--- src/rtl/ahb_nport_arbiter_pkg.sv ---
// Shared AHB5 encodings for the N-port arbiter.
// Imported by the arbiter RTL and its bench.
package ahb_nport_arbiter_pkg;

   localparam logic [1:0] HTRANS_IDLE   = 2'b00;
   localparam logic [1:0] HTRANS_NSEQ   = 2'b10;
   localparam logic [2:0] HBURST_SINGLE = 3'b000;

   localparam int HPROT_DATA  = 0;
   localparam int HPROT_PRIV  = 1;
   localparam int HPROT_BUF   = 2;
   localparam int HPROT_CACHE = 3;

endpackage

--- src/rtl/ahb_nport_arbiter_if.sv ---
// Requester-side and AHB5 manager-side signal bundle of the arbiter.
// The master modport is the arbiter; slave is the surrounding system.
interface ahb_nport_arbiter_if #(
   parameter int N_PORTS = 3,
   parameter int W_ADDR  = 32,
   parameter int W_DATA  = 32
);

   logic [N_PORTS-1:0]        src_req;
   logic [N_PORTS*W_ADDR-1:0] src_haddr;
   logic [N_PORTS-1:0]        src_hwrite;
   logic [N_PORTS-1:0]        src_hexcl;
   logic [N_PORTS*3-1:0]      src_hsize;
   logic [N_PORTS*4-1:0]      src_hprot;
   logic [N_PORTS*8-1:0]      src_hmaster;
   logic [N_PORTS*W_DATA-1:0] src_hwdata;
   logic [N_PORTS-1:0]        src_aph_ready;
   logic [N_PORTS-1:0]        src_dph_ready;
   logic [N_PORTS-1:0]        src_dph_err;
   logic [N_PORTS-1:0]        src_dph_exokay;
   logic [W_DATA-1:0]         src_hrdata;

   logic [W_ADDR-1:0]         haddr;
   logic                      hwrite;
   logic [1:0]                htrans;
   logic [2:0]                hsize;
   logic [3:0]                hprot;
   logic                      hexcl;
   logic [7:0]                hmaster;
   logic [W_DATA-1:0]         hwdata;
   logic [2:0]                hburst;
   logic                      hmastlock;
   logic                      hready;
   logic                      hresp;
   logic                      hexokay;
   logic [W_DATA-1:0]         hrdata;

   modport master (
      input  src_req, src_haddr, src_hwrite, src_hexcl,
      input  src_hsize, src_hprot, src_hmaster, src_hwdata,
      output src_aph_ready, src_dph_ready, src_dph_err,
      output src_dph_exokay, src_hrdata,
      output haddr, hwrite, htrans, hsize, hprot, hexcl,
      output hmaster, hwdata, hburst, hmastlock,
      input  hready, hresp, hexokay, hrdata
   );

   modport slave (
      output src_req, src_haddr, src_hwrite, src_hexcl,
      output src_hsize, src_hprot, src_hmaster, src_hwdata,
      input  src_aph_ready, src_dph_ready, src_dph_err,
      input  src_dph_exokay, src_hrdata,
      input  haddr, hwrite, htrans, hsize, hprot, hexcl,
      input  hmaster, hwdata, hburst, hmastlock,
      output hready, hresp, hexokay, hrdata
   );

endinterface

--- src/rtl/ahb_arb_prio_pick.sv ---
// Lowest-index one-hot picker over an N-wide request vector.
// Isolates the least significant set bit with two's-complement masking.
module ahb_arb_prio_pick #(
   parameter int N = 3
) (
   input  logic [N-1:0] i_vec,
   output logic [N-1:0] o_gnt,
   output logic         o_any
);

   assign o_gnt = i_vec & (~i_vec + N'(1));
   assign o_any = |i_vec;

endmodule

--- src/rtl/ahb_nport_arbiter.sv ---
// N-requester to single AHB5 manager arbiter: static priority with
// per-port starvation boost, grant hold while the address phase stalls.
module ahb_nport_arbiter
   import ahb_nport_arbiter_pkg::*;
#(
   parameter int N_PORTS      = 3,
   parameter int W_ADDR       = 32,
   parameter int W_DATA       = 32,
   parameter int W_STARVE     = 4,
   parameter int STARVE_LIMIT = 8
) (
   input logic                 clk,
   input logic                 rst_n,
   ahb_nport_arbiter_if.master bus
);

   localparam logic [W_STARVE-1:0] LIMIT = W_STARVE'(STARVE_LIMIT);

   logic                             r_hold;
   logic [N_PORTS-1:0]               r_gnt_prev;
   logic [N_PORTS-1:0]               r_own;
   logic [N_PORTS-1:0][W_STARVE-1:0] r_cnt;

   logic [N_PORTS-1:0] w_panic;
   logic [N_PORTS-1:0] w_preq;
   logic [N_PORTS-1:0] w_pick_panic;
   logic [N_PORTS-1:0] w_pick_req;
   logic [N_PORTS-1:0] w_gnt;
   logic [N_PORTS-1:0] w_aph;
   logic               w_any_panic;
   logic               w_any_req;

   always_comb begin
      w_panic = '0;
      for (int k = 0; k < N_PORTS; k++)
         w_panic[k] = (r_cnt[k] == LIMIT);
   end

   assign w_preq = w_panic & bus.src_req;

   ahb_arb_prio_pick #(.N(N_PORTS)) u_pick_panic (
      .i_vec (w_preq),
      .o_gnt (w_pick_panic),
      .o_any (w_any_panic)
   );

   ahb_arb_prio_pick #(.N(N_PORTS)) u_pick_req (
      .i_vec (bus.src_req),
      .o_gnt (w_pick_req),
      .o_any (w_any_req)
   );

   always_comb begin
      w_gnt = '0;
      if (r_hold)
         w_gnt = r_gnt_prev;
      else if (w_any_panic)
         w_gnt = w_pick_panic;
      else if (w_any_req)
         w_gnt = w_pick_req;
   end

   assign w_aph = w_gnt & {N_PORTS{bus.hready}};

   // With no grant the bus idles but still carries port 0's ID.
   always_comb begin
      bus.haddr   = '0;
      bus.hwrite  = 1'b0;
      bus.hsize   = '0;
      bus.hprot   = '0;
      bus.hexcl   = 1'b0;
      bus.hmaster = bus.src_hmaster[7:0];
      bus.htrans  = HTRANS_IDLE;
      for (int k = 0; k < N_PORTS; k++) begin
         if (w_gnt[k]) begin
            bus.haddr   = bus.src_haddr[k*W_ADDR +: W_ADDR];
            bus.hwrite  = bus.src_hwrite[k];
            bus.hsize   = bus.src_hsize[k*3 +: 3];
            bus.hprot   = bus.src_hprot[k*4 +: 4];
            bus.hexcl   = bus.src_hexcl[k];
            bus.hmaster = bus.src_hmaster[k*8 +: 8];
            bus.htrans  = HTRANS_NSEQ;
         end
      end
   end

   always_comb begin
      bus.hwdata = '0;
      for (int k = 0; k < N_PORTS; k++)
         if (r_own[k])
            bus.hwdata = bus.src_hwdata[k*W_DATA +: W_DATA];
   end

   assign bus.src_aph_ready  = w_aph;
   assign bus.src_dph_ready  = r_own & {N_PORTS{bus.hready}};
   assign bus.src_dph_err    = r_own & {N_PORTS{bus.hresp}};
   assign bus.src_dph_exokay = r_own & {N_PORTS{bus.hexokay}};
   assign bus.src_hrdata     = bus.hrdata;
   assign bus.hburst         = HBURST_SINGLE;
   assign bus.hmastlock      = 1'b0;

   // An error response releases the hold so its second cycle re-arbitrates.
   always_ff @(posedge clk or negedge rst_n) begin
      if (!rst_n) begin
         r_hold     <= 1'b0;
         r_gnt_prev <= '0;
         r_own      <= '0;
      end else begin
         r_hold     <= bus.htrans[1] & ~bus.hready & ~bus.hresp;
         r_gnt_prev <= w_gnt;
         if (bus.hready)
            r_own <= w_gnt;
      end
   end

   always_ff @(posedge clk or negedge rst_n) begin
      if (!rst_n) begin
         r_cnt <= '0;
      end else begin
         for (int k = 0; k < N_PORTS; k++) begin
            if (w_aph[k] || !bus.src_req[k])
               r_cnt[k] <= '0;
            else if (r_cnt[k] != LIMIT)
               r_cnt[k] <= r_cnt[k] + W_STARVE'(1);
         end
      end
   end

endmodule

--- src/flat_wrapper.sv ---
// flat-port wrapper written by rule: the top's interface ports become plain ports
module ahb_nport_arbiter_flat import ahb_nport_arbiter_pkg::*;
#(
   parameter int N_PORTS      = 3,
   parameter int W_ADDR       = 32,
   parameter int W_DATA       = 32,
   parameter int W_STARVE     = 4,
   parameter int STARVE_LIMIT = 8
)
  (clk, rst_n, bus_src_req, bus_src_haddr, bus_src_hwrite, bus_src_hexcl, bus_src_hsize, bus_src_hprot, bus_src_hmaster, bus_src_hwdata, bus_src_aph_ready, bus_src_dph_ready, bus_src_dph_err, bus_src_dph_exokay, bus_src_hrdata, bus_haddr, bus_hwrite, bus_htrans, bus_hsize, bus_hprot, bus_hexcl, bus_hmaster, bus_hwdata, bus_hburst, bus_hmastlock, bus_hready, bus_hresp, bus_hexokay, bus_hrdata);
  ahb_nport_arbiter_if #(.N_PORTS(N_PORTS), .W_ADDR(W_ADDR), .W_DATA(W_DATA)) bus_i ();
  input logic clk;
  input logic rst_n;
  input wire logic [$bits(bus_i.src_req)-1:0] bus_src_req;
  input wire logic [$bits(bus_i.src_haddr)-1:0] bus_src_haddr;
  input wire logic [$bits(bus_i.src_hwrite)-1:0] bus_src_hwrite;
  input wire logic [$bits(bus_i.src_hexcl)-1:0] bus_src_hexcl;
  input wire logic [$bits(bus_i.src_hsize)-1:0] bus_src_hsize;
  input wire logic [$bits(bus_i.src_hprot)-1:0] bus_src_hprot;
  input wire logic [$bits(bus_i.src_hmaster)-1:0] bus_src_hmaster;
  input wire logic [$bits(bus_i.src_hwdata)-1:0] bus_src_hwdata;
  output wire logic [$bits(bus_i.src_aph_ready)-1:0] bus_src_aph_ready;
  output wire logic [$bits(bus_i.src_dph_ready)-1:0] bus_src_dph_ready;
  output wire logic [$bits(bus_i.src_dph_err)-1:0] bus_src_dph_err;
  output wire logic [$bits(bus_i.src_dph_exokay)-1:0] bus_src_dph_exokay;
  output wire logic [$bits(bus_i.src_hrdata)-1:0] bus_src_hrdata;
  output wire logic [$bits(bus_i.haddr)-1:0] bus_haddr;
  output wire logic [$bits(bus_i.hwrite)-1:0] bus_hwrite;
  output wire logic [$bits(bus_i.htrans)-1:0] bus_htrans;
  output wire logic [$bits(bus_i.hsize)-1:0] bus_hsize;
  output wire logic [$bits(bus_i.hprot)-1:0] bus_hprot;
  output wire logic [$bits(bus_i.hexcl)-1:0] bus_hexcl;
  output wire logic [$bits(bus_i.hmaster)-1:0] bus_hmaster;
  output wire logic [$bits(bus_i.hwdata)-1:0] bus_hwdata;
  output wire logic [$bits(bus_i.hburst)-1:0] bus_hburst;
  output wire logic [$bits(bus_i.hmastlock)-1:0] bus_hmastlock;
  input wire logic [$bits(bus_i.hready)-1:0] bus_hready;
  input wire logic [$bits(bus_i.hresp)-1:0] bus_hresp;
  input wire logic [$bits(bus_i.hexokay)-1:0] bus_hexokay;
  input wire logic [$bits(bus_i.hrdata)-1:0] bus_hrdata;
  assign bus_i.src_req = bus_src_req;
  assign bus_i.src_haddr = bus_src_haddr;
  assign bus_i.src_hwrite = bus_src_hwrite;
  assign bus_i.src_hexcl = bus_src_hexcl;
  assign bus_i.src_hsize = bus_src_hsize;
  assign bus_i.src_hprot = bus_src_hprot;
  assign bus_i.src_hmaster = bus_src_hmaster;
  assign bus_i.src_hwdata = bus_src_hwdata;
  assign bus_src_aph_ready = bus_i.src_aph_ready;
  assign bus_src_dph_ready = bus_i.src_dph_ready;
  assign bus_src_dph_err = bus_i.src_dph_err;
  assign bus_src_dph_exokay = bus_i.src_dph_exokay;
  assign bus_src_hrdata = bus_i.src_hrdata;
  assign bus_haddr = bus_i.haddr;
  assign bus_hwrite = bus_i.hwrite;
  assign bus_htrans = bus_i.htrans;
  assign bus_hsize = bus_i.hsize;
  assign bus_hprot = bus_i.hprot;
  assign bus_hexcl = bus_i.hexcl;
  assign bus_hmaster = bus_i.hmaster;
  assign bus_hwdata = bus_i.hwdata;
  assign bus_hburst = bus_i.hburst;
  assign bus_hmastlock = bus_i.hmastlock;
  assign bus_i.hready = bus_hready;
  assign bus_i.hresp = bus_hresp;
  assign bus_i.hexokay = bus_hexokay;
  assign bus_i.hrdata = bus_hrdata;
  ahb_nport_arbiter #(.N_PORTS(N_PORTS), .W_ADDR(W_ADDR), .W_DATA(W_DATA), .W_STARVE(W_STARVE), .STARVE_LIMIT(STARVE_LIMIT)) u_core (.clk(clk), .rst_n(rst_n), .bus(bus_i));
endmodule
--- config.mk ---
export PLATFORM = sky130hd
export DESIGN_NAME = ahb_nport_arbiter_flat
export DESIGN_NICKNAME = d
export VERILOG_FILES = /design/src/rtl/ahb_nport_arbiter_pkg.sv /design/src/rtl/ahb_nport_arbiter_if.sv /design/src/rtl/ahb_arb_prio_pick.sv /design/src/rtl/ahb_nport_arbiter.sv /design/src/flat_wrapper.sv
export SDC_FILE = /design/constraint.sdc
export NUM_CORES = 1
export LEC_CHECK = 0
export CORE_AREA = 2 2 161 163
export CTS_CLUSTER_DIAMETER = 120
export DETAILED_ROUTE_END_ITERATION = 7
export DIE_AREA = 0 0 163 165
export PLACE_DENSITY = 0.46
export SLEW_MARGIN = 20
export SYNTH_ARGS = -nofsm -noshare
export SYNTH_HDL_FRONTEND = slang
export SYNTH_SLANG_ARGS = --single-unit
--- constraint.sdc ---
create_clock -name clk -period 2 [get_ports clk]
set_clock_uncertainty 0.15 [all_clocks]
set_input_delay 0.3 -clock clk [delete_from_list [all_inputs] [get_ports clk]]
set_output_delay 0.3 -clock clk [all_outputs]
set_load 0.05 [all_outputs]
# == Word level (Yosys, flattened, before mapping) ==
# Cells that the tools add are included.
# W data, S select, Z words.
# totals
elab_cells,73
input_bits,283
out_inout_bits,131
ff_bits,19
# op_classes
eq_ne,6
n_mux,32
reduce_logical,11
n_addsub,5
n_bitwise,13
# op_table
operator,count
$mux W32,6
$mux W4,9
$and A3 B3 Y3,7
$mux W3,6
$mux W8,2
$add A4 B1 Y4 const B,3
$eq A4 B4 Y1 const B,3
$ne A4 B4 Y1 const B,3
$add A3 B1 Y3 const B,2
$mux W1,6
$mux W2,3
$not A3 Y3,2
$reduce_bool A2 Y1,3
$reduce_or A3 Y1,2
$logic_not A1 Y1,3
$logic_or A1 B1 Y1,3
$and A1 B1 Y1,2
$not A1 Y1,2

# == Logic depth before layout (Yosys ltp) ==
# Gate-level depths: netlist of run 1.
# logic_depth
word_depth,12
ltp_mapped,10
ltp_nobuf,7

# == By module ==
# From an unflattened synthesis of run 1, not the netlist that was laid out.
# unflattened
cells_unflattened,486
hier_area_um2,2945.3
# modules_own_cells
mod,seq_area_each_um2,cells_each,instances,area_per_inst_um2
ahb_nport_arbiter,475.5,478,1,2890.3
ahb_arb_prio_pick,0.0,4,2,27.5

# == Worst setup path after synthesis of run 1 ==
# OpenSTA, ideal clock, no wires.
# synth_timing
path_type,register to output
start,register u_core.r_cnt[0] (netlist bit)
end,output bus_haddr[10]
path_stages_with_launch,10
path_buffers,2
setup_slack_ns,-1.129
arrival_ns,2.679
required_ns,1.550
path_cell_list,dfrtp_1 > inv_1 > ha_1 > and3b_1 > buf_4 > a21oi_4 > a2bb2oi_4 > buf_2 > a22oi_1 > o21ai_0
# synth_via
elab_chain_len,10
elab_cells_between_ends,11
classes_between,add/sub (1); eq/ne (1); mux (5); bitwise (3); reduce/logical (1)
# synth_rtl
element,line,source
start: declaration,ahb_nport_arbiter.sv:22,logic [N_PORTS-1:0][W_STARVE-1:0] r_cnt;
start signal: indexed assignment,ahb_nport_arbiter.sv:124,r_cnt[k] <= r_cnt[k] + W_STARVE'(1);
$eq A4 B4 Y1 *,ahb_nport_arbiter.sv:36,w_panic[k] = (r_cnt[k] == LIMIT);
$and A3 B3 Y3 *,ahb_nport_arbiter.sv:39,assign w_preq = w_panic & bus.src_req;
$not A3 Y3,ahb_arb_prio_pick.sv:11,assign o_gnt = i_vec & (~i_vec + N'(1));
$add A3 B1 Y3,ahb_arb_prio_pick.sv:11,
$and A3 B3 Y3,ahb_arb_prio_pick.sv:11,
$mux W3 *,ahb_nport_arbiter.sv:57,else if (w_any_panic)
$mux W3 *,ahb_nport_arbiter.sv:55,if (r_hold)
$mux W32 (2 in series),ahb_nport_arbiter.sv:75,if (w_gnt[k]) begin
$mux W32 *,ahb_nport_arbiter.sv:75,
end: declaration,flat_wrapper.sv:27,output wire logic [$bits(bus_i.haddr)-1:0] bus_haddr;
# Mark *: on every way between the ends. The rest lies on a longest branch, timed or not.

# == Worst setup path in the final report of run 1 ==
# layout_timing
start,register u_core.r_cnt[5] (netlist bit)
end,output bus_haddr[30]
# layout_via
elab_chain_len,9
elab_cells_between_ends,11
classes_between,add/sub (1); eq/ne (1); mux (5); bitwise (3); reduce/logical (1)
# layout_rtl
element,line
$eq A4 B4 Y1 *,ahb_nport_arbiter.sv:36
$and A3 B3 Y3 *,ahb_nport_arbiter.sv:39
$not A3 Y3,ahb_arb_prio_pick.sv:11
$add A3 B1 Y3,ahb_arb_prio_pick.sv:11
$and A3 B3 Y3,ahb_arb_prio_pick.sv:11
$mux W3 *,ahb_nport_arbiter.sv:57
$mux W3 *,ahb_nport_arbiter.sv:55
$mux W32,ahb_nport_arbiter.sv:75
$mux W32 *,ahb_nport_arbiter.sv:75
# Marked as above.

==> results.yml, run 1 <==
outcome:
  status: "complete, but fails checks"
  violations: "negative setup slack"
worst_setup_path:
  cp_max_fo: 14
  r2r_cells: 8
  cp-start-kind: "flip-flop"
  crit_end: "bus_haddr[30]"
  critical_path_required_ps: 1550
  crit_arrival_ps: 2290
  crit_path_start: "u_core.r_cnt[5]$_DFFE_PN0P_"
  reg2reg_to: "u_core.r_hold$_DFF_PN0_"
  cp-end-kind: "output port"
  timing.rr.start: "u_core.r_cnt[5]$_DFFE_PN0P_"
  path_class: "flip-flop to output port"
  ff2ff_setup_slack_ps: -280
global_routing:
  grt-ovfl-total: 0
  first_global_vias: 4664
  grt_util_all_layers_pct: 13.2
  grt_pass1_wl_microns: 27200
  antenna_found_initial: 3
  grt_max_degree: 42
die:
  die_w_microns: 163
  pin_count: 414
  fp.dieH_microns: 165
  core-area_sq_mm: 0.0250
  rows: 58
  fp.dieArea_sq_mm: 0.0269
  start_util_pct: 11.4
finish:
  syn_to_final_growth_pct: 227
  fillers: 2530
  final_nets: 1065
  fin_area_sq_mm: 0.00936
  drive_above_1_share_pct: 45.5
synth:
  synthDistinctLibCells: 36
  syn_area_per_cell_sq_um: 6.83
  synth_seq_area_share_pct: 16.6
  ys.flop_type: "dfrtp_1"
  netlist_instances: 419
  synth_seq_cells: 19
  yosys.cell_count.top_type: "nand2_1"
  synth_commonest_cells: "85 x nand2_1, 72 x a22oi_1, 65 x o21ai_0, 38 x buf_4, 19 x dfrtp_1"
  synth_edf_count: 0
  ys_top_cells_by_area: "a22oi_1 19%, dfrtp_1 17%, o21ai_0 11%"
  synth.cell_area_sq_mm: 0.00286
  synth_top_area_share_pct: 18.9
  yosysTopAreaCell: "a22oi_1"
  ys_warn_count: 0
  async_reset_ff_share_pct: 100
cts:
  holdBufCountCts: 0
  clk_path_buf_depth: 2
  numCtsBuffers: 3
  cts-root-buf: "clkbuf_16"
  clkTransAtPathRegs_ps: 60
  clock-sinks: 19
  htreeDepth: 1
  cts_tree: "done"
  clkLatencyLatePin_ps: 250
pwr:
  leakagePower_uw: 0.00352
  p_per_area_mw_per_mm2: 512
  vdd_drop_max_v: 0.000334
route:
  drc: 0
  ant_nets: 0
  first_pass_iters: 4
  routedWlPerCell_microns: 18.5
  wl_microns: 20500
  drtIter0Drc: 146
  vias_per_cell: 4.10
  vias: 4538
placed_design:
  place_hpwl_microns: 16500
  globalplace.congestion: 0.715
  place_area_sq_mm: 0.00860
  dp_worst_setup_slack_ps: -709
  io_buffer_count: 344
sta:
  final-setup-viol-count: 91
  fin_ws_ps: -735
  final-hold-violation-count: 0
  timing.hold.ws_ps: 240
  drv_slew: 0
  period_minus_slack_ps: 2740
  fmax_mhz: 366
  timing.final.crit_share_pct: 137
  rsz0062_at_grt: "true"
hold_path:
  worst_hold_path_type: "input pin to async pin"
run:
  drv_cap: 0
-- layout by cell type, fill, tap and decap left out, types with 2 or more instances in the layout --
cell,instances
a41o_4,2
nand3b_1,3
o21ai_2,33
nand2_1,74
a21o_1,3
clkdlybuf4s50_1,250
and2_1,11
o21ai_4,49
clkbuf_16,9
nand3_1,3
mux2i_1,3
ha_1,4
xnor2_1,4
nor2_1,12
nor2_2,2
buf_6,13
inv_1,6
a22oi_1,15
a21oi_1,2
mux2i_4,8
buf_4,44
nand2_2,10
dfrtp_1,18
or3_4,2
buf_12,105
a22oi_2,57
nor2b_4,2
nand4b_1,2
xor2_1,5
conb_1,5
-- power by group --
group	internal (uW)	leakage (uW)	switching, uW
registers	412	0.000250	22.9
logic	2010	0.00323	1930
clock network	271	0.0000382	144
total	2690	0.00352	2100
-- layout make-up --
| type | instances | area (sq um) | area share, % |
|---|---|---|---|
| multi-input cells | 325 | 3110 | 33.2 |
| flip-flops and latches | 19 | 477 | 5.09 |
| repair buffers | 419 | 5250 | 56.0 |
| clock buffers | 4 | 78.8 | 0.842 |
| well taps | 330 | 413 | 4.41 |
| inverters | 8 | 33.8 | 0.361 |
| diodes | 1 | 2.50 | 0.0267 |
-- metrics by stage --
stage | total power, uW | instances | TNS, ps | util [%]
detailed placement | 4160 | 1086 | -37830 | 34.3
global placement | 4150 | 1086 | -33410 | 34.3
floorplan | 2360 | 423 | -17220 | -
finish | 4790 | 1106 | -38440 | 37.4
global route | 5000 | 1106 | -46640 | 37.4
CTS | 4640 | 1095 | -37410 | 35.2
-- layer usage --
metal,vias up,share of wire (%),GRT usage [%]
li1,2176,-,-
met1,2102,36,14.6
met2,218,54,25.0
met3,38,7.5,3.49
met4,4,2.2,2.98
met5,-,0.15,0
-- worst max-delay path: stages, from the launching register on --
cell and delay (ps):
dfrtp_1 370, inv_1 60, ha_2 170, nand4b_1 220
buf_4 240, a41o_4 300, clkbuf_16 230, buf_6 140
o21ai_4 130, buf_12 150
-- logic make-up after synthesis --
group | Yosys count | synth area share (%)
mux | 11 | 3.85
fa+ha+maj | 6 | 2.62
flops | 19 | 16.6
simple gates | 128 | 19.7
other cells | 1 | 0.131
compound gates | 165 | 37.4
xor+xnor | 9 | 2.76
buf+inv | 80 | 16.9
-- flip-flops by register name, summed over array words and instances, names as in the netlist --
signal and count:
u_core.r_cnt 12, u_core.r_gnt_prev 3, u_core.r_hold 1, u_core.r_own 3
-- how the worst min path moves through the flow --
stage                                           endpoint  cells after the start
after floorplan              u_core.r_cnt[0]$_DFFE_PN0P_                      0
after global placement       u_core.r_cnt[3]$_DFFE_PN0P_                      3
after detailed placement              bus_src_hrdata[22]                      0
after CTS                 u_core.r_gnt_prev[1]$_DFF_PN0_                      2
after global routing      u_core.r_gnt_prev[1]$_DFF_PN0_                      2
final                     u_core.r_gnt_prev[1]$_DFF_PN0_                      2
-- what timing repair did --
action / in CTS / in global routing
cloned: 0 / 8
setup buffers: 5 / 2
resized for setup: 20 / 76
setup endpoints to repair: 64 / 90
pin swaps: 2 / 29
No activity file was read; power rests on OpenSTA's default activity.
==> inputs of run 2 (changes only) <==
Settings changed: ABC_AREA from default to 1, CORE_AREA 2 2 161 163 to 2 2 163 165, DIE_AREA 0 0 163 165 to 0 0 165 167, PLACE_DENSITY 0.46 to 0.48.
==> results.yml, run 2 <==
die:
  core-area_sq_mm: 0.0258
  start_util_pct: 13.7
  fp.dieH_microns: 167
  die_w_microns: 165
  rows: 59
  fp.dieArea_sq_mm: 0.0276
  pin_count: 414
finish:
  multiInputGateArea_sq_mm: 0.00372
  fin_cells: 1358
  largest_reg_flops: 12
  fillers: 2565
  utilization_pct: 41.1
  final_cell_mix: "246 x clkdlybuf4s50_1, 125 x nand2_1, 106 x buf_12"
  layout_commonest_cell: "clkdlybuf4s50_1"
  reg.largest.list: "u_core.r_cnt: 12 flops, u_core.r_gnt_prev: 3 flops, u_core.r_own: 3 flops"
  syn_to_final_growth_pct: 200
  final_nets: 1312
  drive_above_1_share_pct: 49.7
  largest_register: "u_core.r_cnt"
  area.sequential_sq_um: 478
pwr:
  vdd_drop_max_v: 0.000269
  pwr-share-comb_pct: 84.4
  switchingPower_uw: 2490
  leakagePower_uw: 0.00469
  p_seq_share_pct: 8.1
  swShare_pct: 46.0
  clkPwrFrac_pct: 7.6
  p_per_area_mw_per_mm2: 512
  power.internal_uw: 2930
worst_setup_path:
  critical_path_required_ps: 1550
  crit_arrival_ps: 2080
  slowest_stage: "dfrtp_1"
  path_class: "flip-flop to output port"
  path_cells: "inv_2 > ha_4 > nand4_1 > nand2_1 > inv_2 > nand3_4 > nand2_8 > buf_12 > a21oi_2 > nand2_2 > nand2_4 > buf_12"
  crit_buf_inv: 4
  crit_family: "simple AND/OR/NAND/NOR gates"
  cpPeakStageDelay_ps: 380
  r2r_cells: 14
  cp-end-kind: "output port"
  crit_cells: 12
  cp_max_fo: 24
  cp-start-kind: "flip-flop"
cts:
  clock-sinks: 19
  numCtsBuffers: 3
  cts-root-buf: "clkbuf_16"
  htreeDepth: 1
  clk_path_buf_depth: 2
  clkLatencyLatePin_ps: 250
  clkTransAtPathRegs_ps: 50
  cts_tree: "done"
route:
  ant_nets: 0
  drc: 0
  vias: 5359
  routedWlPerCell_microns: 16.3
  vias_per_cell: 3.95
  first_pass_iters: 4
  wl_microns: 22100
  drtIter0Drc: 114
placed_design:
  place_inst: 1321
  io_buffer_count: 344
  dp_worst_setup_slack_ps: -600
  globalplace.congestion: 0.809
  place_hpwl_microns: 16800
outcome:
  violations: "negative setup slack"
  status: "complete, but fails checks"
global_routing:
  grt_pass1_wl_microns: 31900
  grt-ovfl-total: 0
  antenna_found_initial: 1
  first_global_vias: 5441
  grt_util_all_layers_pct: 15.1
  grt_max_degree: 43
synth:
  synth_seq_area_share_pct: 13.5
  yosysTopAreaCell: "nand2_1"
  async_reset_ff_share_pct: 100
  yosys.cell_count.top_type: "nand2_1"
  synth.cell_area_sq_mm: 0.00353
  synth_top_area_share_pct: 31.4
  synthDistinctLibCells: 26
  ys_warn_count: 0
  synth_commonest_cells: "295 x nand2_1, 74 x inv_1, 39 x buf_4, 34 x a21oi_1, 33 x o21ai_0"
  ys.flop_type: "dfrtp_1"
  synth_edf_count: 0
  ys_top_cells_by_area: "nand2_1 31%, dfrtp_1 13%, buf_4 8.3%"
  synth_seq_cells: 19
  netlist_instances: 646
  syn_area_per_cell_sq_um: 5.46
sta:
  tns_ps: -25860
  fin_ws_ps: -528
  timing.final.crit_share_pct: 126
  final-setup-viol-count: 70
  final-hold-violation-count: 0
  rsz0062_at_grt: "true"
  worst_slew_pin_slew_ps: 675
  fmax_mhz: 396
  period_minus_slack_ps: 2530
  slew_headroom_pct: 54.9
  drv_slew: 0
hold_path:
  worst_hold_path_type: "input pin to async pin"
run:
  drv_cap: 0
run 2: cell types whose count changed in the layout (fill, tap and decap cells not counted), moves of 7 or more:
cell,delta
nand2_1,+51
nand2_2,+81
buf_6,+8
inv_1,+58
nand2_4,+80
o21ai_4,-48
a22oi_1,-11
inv_2,+8
a21oi_4,+7
and2_1,-11
a22oi_2,-29
a21oi_2,+33
mux2i_4,-8
run 2: cells by family (layout without fill, tap and decap cells):
family | after synthesis | count (layout) | synth area share, %
DFF | 19 | 19 | 13.5
AOI/OAI and AO/OA | 113 | 113 | 19.6
other | 1 | 6 | 0.106
and+or+nand+nor | 348 | 350 | 39.8
adders and majority gates | 6 | 6 | 2.13
xor gates and xnor gates | 6 | 6 | 1.49
buffers and inverters | 153 | 523 | 23.4
run 2: worst paths after layout:
| check | startpoint | endpoint | slack, ps |
|---|---|---|---|
| worst max-delay path | u_core.r_cnt[0]$_DFFE_PN0P_ | bus_haddr[14] | -530 |
| worst min-delay path | rst_n | u_core.r_own[1]$_DFFE_PN0P_ | 240 |
| worst max register to register | u_core.r_cnt[5]$_DFFE_PN0P_ | u_core.r_cnt[0]$_DFFE_PN0P_ | -70 |
| worst min register to register | u_core.r_own[0]$_DFFE_PN0P_ | u_core.r_own[0]$_DFFE_PN0P_ | 410 |
| max in group asynchronous | rst_n | u_core.r_own[2]$_DFFE_PN0P_ | 1240 |
| min in group clk | bus_src_req[0] | u_core.r_cnt[0]$_DFFE_PN0P_ | 390 |
run 2: power by group through the flow:
stage | clock, uW | sequential, uW | combinational (uW)
2_1_floorplan | 0 | 438 | 2070
3_3_place_gp | 0 | 439 | 3980
3_5_place_dp | 0 | 439 | 3980
4_1_cts | 425 | 436 | 4230
5_1_grt | 438 | 440 | 4800
6_report | 410 | 436 | 4570
run 2: through the flow:
step	hold slack (ps)	cell area (sq um)	total power, uW
4_1_cts	248	9610	5090
5_1_grt	279	10600	5680
3_3_place_gp	399	8920	4420
6_report	239	10600	5420
2_1_floorplan	-146	4080	2500
3_5_place_dp	404	8920	4420
run 2: what timing repair did:
action | CTS | global route
hold buffers | 0 | 0
cloned | 8 | 6
pin swaps | 18 | 73
buffers inserted | 12 | 10
setup endpoints to repair | 85 | 96
resized for setup | 114 | 206
run 2: per-layer routing:
layer | vias to the layer above | GRT usage, % | routed length [microns]
li1 | 2749 | - | -
met1 | 2422 | 19.2 | 9370
met2 | 160 | 26.2 | 11300
met3 | 28 | 2.81 | 1090
met4 | 0 | 3.02 | 362
met5 | - | 0 | 0
run 2: area by class of cell:
| cell class | instances | area share [%] |
|---|---|---|
| clock inverter | 1 | 0.0473 |
| tap | 335 | 3.96 |
| antenna | 1 | 0.0236 |
| clock buffer | 3 | 0.709 |
| multi-input combinational | 480 | 35.2 |
| sequential | 19 | 4.52 |
| timing repair inverter | 1 | 0.0828 |
| inverter | 78 | 3.10 |
| timing repair buffer | 440 | 52.4 |
==> inputs of run 3 (changes only) <==
Settings changed: ABC_CLOCK_PERIOD_IN_PS from default to 2000.
==> results of run 3 <==
Final layout, timing and power as in run 2 (identical DEF).
